--- config.mk ---
export PLATFORM = sky130hd
export DESIGN_NAME = vector_mask_builder
export DESIGN_NICKNAME = d
export VERILOG_FILES = /design/src/rtl/vector_mask_builder.sv
export SDC_FILE = /design/constraint.sdc
export NUM_CORES = 1
export LEC_CHECK = 0
export CORE_MARGIN = 2
export CORE_UTILIZATION = 54
export DETAILED_ROUTE_END_ITERATION = 16
export HOLD_SLACK_MARGIN = 0.03
export PLACE_DENSITY = 0.84
export SLEW_MARGIN = 20
export SYNTH_ARGS = -nofsm -noshare
export SYNTH_HDL_FRONTEND = slang
export SYNTH_SLANG_ARGS = --single-unit
--- constraint.sdc ---
create_clock -name clk -period 5.76 [get_ports clk]
set_input_delay 0.864 -clock clk [delete_from_list [all_inputs] [get_ports clk]]
set_output_delay 0.864 -clock clk [all_outputs]
set_load 0.005 [all_outputs]
--- src/rtl/vector_mask_builder.sv ---
// Packs per-element compare predicates into a MAX_VL-bit mask register and
// hands the finished mask to writeback over a valid/ready handshake.
module vector_mask_builder #(
  parameter int MAX_VL   = 32,
  parameter int VL_WIDTH = $clog2(MAX_VL + 1)
) (
  input  logic                clk,
  input  logic                reset,
  input  logic                start,
  input  logic [VL_WIDTH-1:0] vl,
  input  logic                pred_valid,
  input  logic                pred,
  output logic                pred_ready,
  output logic                mask_valid,
  input  logic                mask_ready,
  output logic [MAX_VL-1:0]   mask,
  output logic                busy,
  output logic [VL_WIDTH-1:0] count
);

  typedef enum logic [1:0] {IDLE, COLLECT, DONE} state_t;

  state_t              state;
  logic [VL_WIDTH-1:0] vl_q;
  logic [VL_WIDTH-1:0] vl_clamp;
  logic [VL_WIDTH-1:0] count_nxt;
  logic [MAX_VL-1:0]   wr_sel;

  assign vl_clamp  = (vl > VL_WIDTH'(MAX_VL)) ? VL_WIDTH'(MAX_VL) : vl;
  assign count_nxt = count + VL_WIDTH'(1);
  // One-hot lane select for the element being written this cycle.
  assign wr_sel    = {{(MAX_VL-1){1'b0}}, 1'b1} << count;

  // Handshake flags are registered alongside the state so they never see
  // pred_valid, mask_ready or start combinationally.
  always_ff @(posedge clk) begin
    if (reset) begin
      state      <= IDLE;
      vl_q       <= '0;
      mask       <= '0;
      count      <= '0;
      pred_ready <= 1'b0;
      mask_valid <= 1'b0;
      busy       <= 1'b0;
    end else begin
      case (state)
        IDLE: begin
          if (start) begin
            vl_q  <= vl_clamp;
            mask  <= '0;
            count <= '0;
            busy  <= 1'b1;
            if (vl_clamp == '0) begin
              state      <= DONE;
              mask_valid <= 1'b1;
            end else begin
              state      <= COLLECT;
              pred_ready <= 1'b1;
            end
          end
        end
        COLLECT: begin
          if (pred_valid) begin
            mask  <= (mask & ~wr_sel) | (pred ? wr_sel : '0);
            count <= count_nxt;
            if (count_nxt == vl_q) begin
              state      <= DONE;
              pred_ready <= 1'b0;
              mask_valid <= 1'b1;
            end
          end
        end
        DONE: begin
          if (mask_ready) begin
            state      <= IDLE;
            mask_valid <= 1'b0;
            busy       <= 1'b0;
          end
        end
        default: begin
          state      <= IDLE;
          pred_ready <= 1'b0;
          mask_valid <= 1'b0;
          busy       <= 1'b0;
        end
      endcase
    end
  end

endmodule

==> flow_summary.json <==
{
  "drv_cap": 0,
  "whs_path_depth": 2,
  "hold_class": "register to register",
  "synthTopCellsByArea": "dfxtp_1, a21oi_1, o21ai_0, nand2_1, ha_1",
  "synth_most_common_cell": "a21oi_1",
  "swShare_pct": 24.3,
  "avgRoutedWirePerCell_microns": 14.9,
  "dr_total_vias": 2394,
  "cts_tree": "yes",
  "drive_gt1_share_pct": 5.37,
  "setup_tns_ns": 0,
  "antenna_found_initial": 0,
  "initial_core_util_pct": 56.1,
  "detail_route.first_pass.iterations": 5,
  "period_share_pct": 46.9,
  "p_switching_uw": 154,
  "hold_violations": 0,
  "ys_async_sr_fraction_pct": 0,
  "clock-sinks": 49,
  "drcViolationCount": 0,
  "area_delta_synth_final_pct": 24.3,
  "crit_required_ns": 5.99,
  "via_per_inst": 5.90,
  "ys_ff_latch": 49,
  "ant_nets": 0,
  "rsz0062_at_grt": "no",
  "clock-root-buffer": "clkbuf_8",
  "core_area_sq_um": 4380,
  "clk_pin_slew_ns": 0.09,
  "power_density_nw_per_um2": 207,
  "reg2regPathDepth": 6,
  "die_x_microns": 71.5,
  "cts.path.max_buffers": 2,
  "drt_iter0_markers": 225,
  "met2_usage_pct": 40.9,
  "yosys-top-cells-count": "a21oi_1, dfxtp_1, nand2_1, o21ai_0, clkbuf_1",
  "io_buffers": 52,
  "cp-end-kind": "register",
  "yosysUniqueCellTypes": 39,
  "chipHeight_microns": 71.5,
  "synth_edf_count": 0,
  "ir_worst_vdd_uv": 166,
  "holdBufCountCts": 0,
  "fmax_mhz": 370,
  "overflow": 0,
  "comb_power_share_pct": 10.4,
  "power_frac_clock_pct": 34.5,
  "design.die.area_sq_um": 5110,
  "status": "finished, final reports clean",
  "use_met1_pct": 33.3,
  "postLayoutCoreUtil_pct": 69.7,
  "synth.cell_area_sq_um": 2460,
  "fin_worst_skew_ns": 0.00372,
  "worst_pin_slew_ns": 0.925,
  "antenna_cells": 0,
  "fillers": 372,
  "power_frac_seq_pct": 55.1,
  "crit_type": "input port to register",
  "synth-main-ff-cell": "dfxtp_1",
  "clock_latency_ns": 0.30,
  "grt_pass1_wl_microns": 10400,
  "final-max-slew-violation-count": 0,
  "rows": 24,
  "cts_resized": 0,
  "nets": 371,
  "routed_wl_microns": 6050,
  "cts_setup_buffers": 0,
  "dpl.hpwl_microns": 4070,
  "post-route-min-period_ns": 2.70,
  "place_congestion": 0.829,
  "num_io_pins": 53,
  "arrival_ns": 2.93,
  "ys_seq_area_share_pct": 39.9,
  "p_int_uw": 480,
  "yosys.area.top_type": "dfxtp_1",
  "relSlewSlack_pct": 38.1,
  "met3_usage_pct": 4.64,
  "syn_inst": 316,
  "cts_buffers": 5,
  "p_leak_nw": 1.06,
  "ys_warn_count": 0,
  "groute.usage.overall_pct": 24.8,
  "synth_top_area_share_pct": 39.9,
  "first_global_vias": 2285,
  "avgSynthCellArea_sq_um": 7.78,
  "setup_violations": 0,
  "cts_htree_levels": 2,
  "grt_most_used_layer": "met2",
  "grt_start_max_net_pins": 49,
  "synth_fp_nets": 334,
  "finalPower_uw": 634,
  "start_kind": "input port",
  "crit_fanout": 21
}
-- cell type report --
type / instances / area (sq um) / share of cell area [%]
Clock inverter: 1 / 5.00 / 0.164
Inverter: 5 / 18.8 / 0.614
Timing Repair Buffer: 55 / 543 / 17.8
Multi-Input combinational cell: 237 / 1350 / 44.1
Sequential cell: 49 / 981 / 32.1
Clock buffer: 7 / 96.3 / 3.15
Tap cell: 52 / 65.1 / 2.13
-- final timing paths --
check / from / slack (ns) / to
hold reg to reg: vl_q[2]$_SDFFE_PP0P_ / 0.47 / vl_q[2]$_SDFFE_PP0P_
hold / removal: vl_q[2]$_SDFFE_PP0P_ / 0.47 / vl_q[2]$_SDFFE_PP0P_
setup reg to reg: count[0]$_SDFFE_PP0P_ / 3.37 / state[1]$_SDFFE_PP0P_
setup / recovery: pred_valid / 3.06 / count[3]$_SDFFE_PP0P_
-- power groups by stage --
stage                     logic [mW]  registers, mW  clock network (mW)
after global placement        0.0632          0.357                   0
after global routing          0.0729          0.350               0.240
final                         0.0660          0.349               0.219
after CTS                     0.0650          0.349               0.223
after detailed placement      0.0646          0.357                   0
after floorplan               0.0438          0.355                   0
-- metrics by stage --
step / area (sq um) / std cells / worst slack [ns] / hold WS [ns]
global route: 3060 / 406 / 2.87 / 0.493
floorplan: 2460 / 316 / 3.67 / 0.444
finish: 3060 / 406 / 3.06 / 0.474
detailed placement: 2960 / 398 / 2.78 / 0.460
CTS: 3060 / 406 / 3.08 / 0.477
global placement: 2960 / 398 / 2.80 / 0.452
-- state kept, by name, indices dropped and copies added, names as in the netlist --
register    count
mask           32
count           6
vl_q            6
state           2
busy            1
mask_valid      1
pred_ready      1
-- cell usage in the layout, fill, tap and decap left out, types with 2 or more instances in the layout --
cell / count
xor2_1: 3
buf_4: 3
inv_1: 5
nand3b_1: 6
nor3_1: 3
or3_1: 4
nand2_1: 39
nor2_1: 11
nor3b_2: 3
clkbuf_8: 7
nand2b_1: 3
a22oi_1: 2
nand3_1: 7
xnor2_1: 6
dfxtp_1: 49
o21ai_0: 35
or4_1: 2
nor2b_1: 8
ha_1: 6
a31oi_1: 4
clkdlybuf4s50_1: 52
and3b_1: 4
a21oi_1: 76
and2_1: 2
-- cells by family (layout without fill, tap and decap cells) --
kind of cell,after synthesis,count (layout),synth area share (%)
fa+ha+maj,6,6,3.05
flops,49,49,39.9
simple gates,97,97,21.6
xor+xnor,9,9,3.20
buf+inv,30,68,5.29
compound gates,125,125,27.0
-- routing by layer --
| layer | vias up | wire length [microns] |
|---|---|---|
| met5 | - | 0 |
| met4 | 0 | 51 |
| met3 | 5 | 427 |
| met2 | 88 | 2900 |
| met1 | 1116 | 2670 |
| li1 | 1185 | - |
-- worst max-delay path, cell delays in order --
cell and delay, ns:
clkdlybuf4s50_1 0.45, and3b_1 0.23, nor2_1 0.73, buf_4 0.37, o21ai_0 0.12, a21oi_1 0.16
Note: power is estimated with default switching activity, not from simulation.
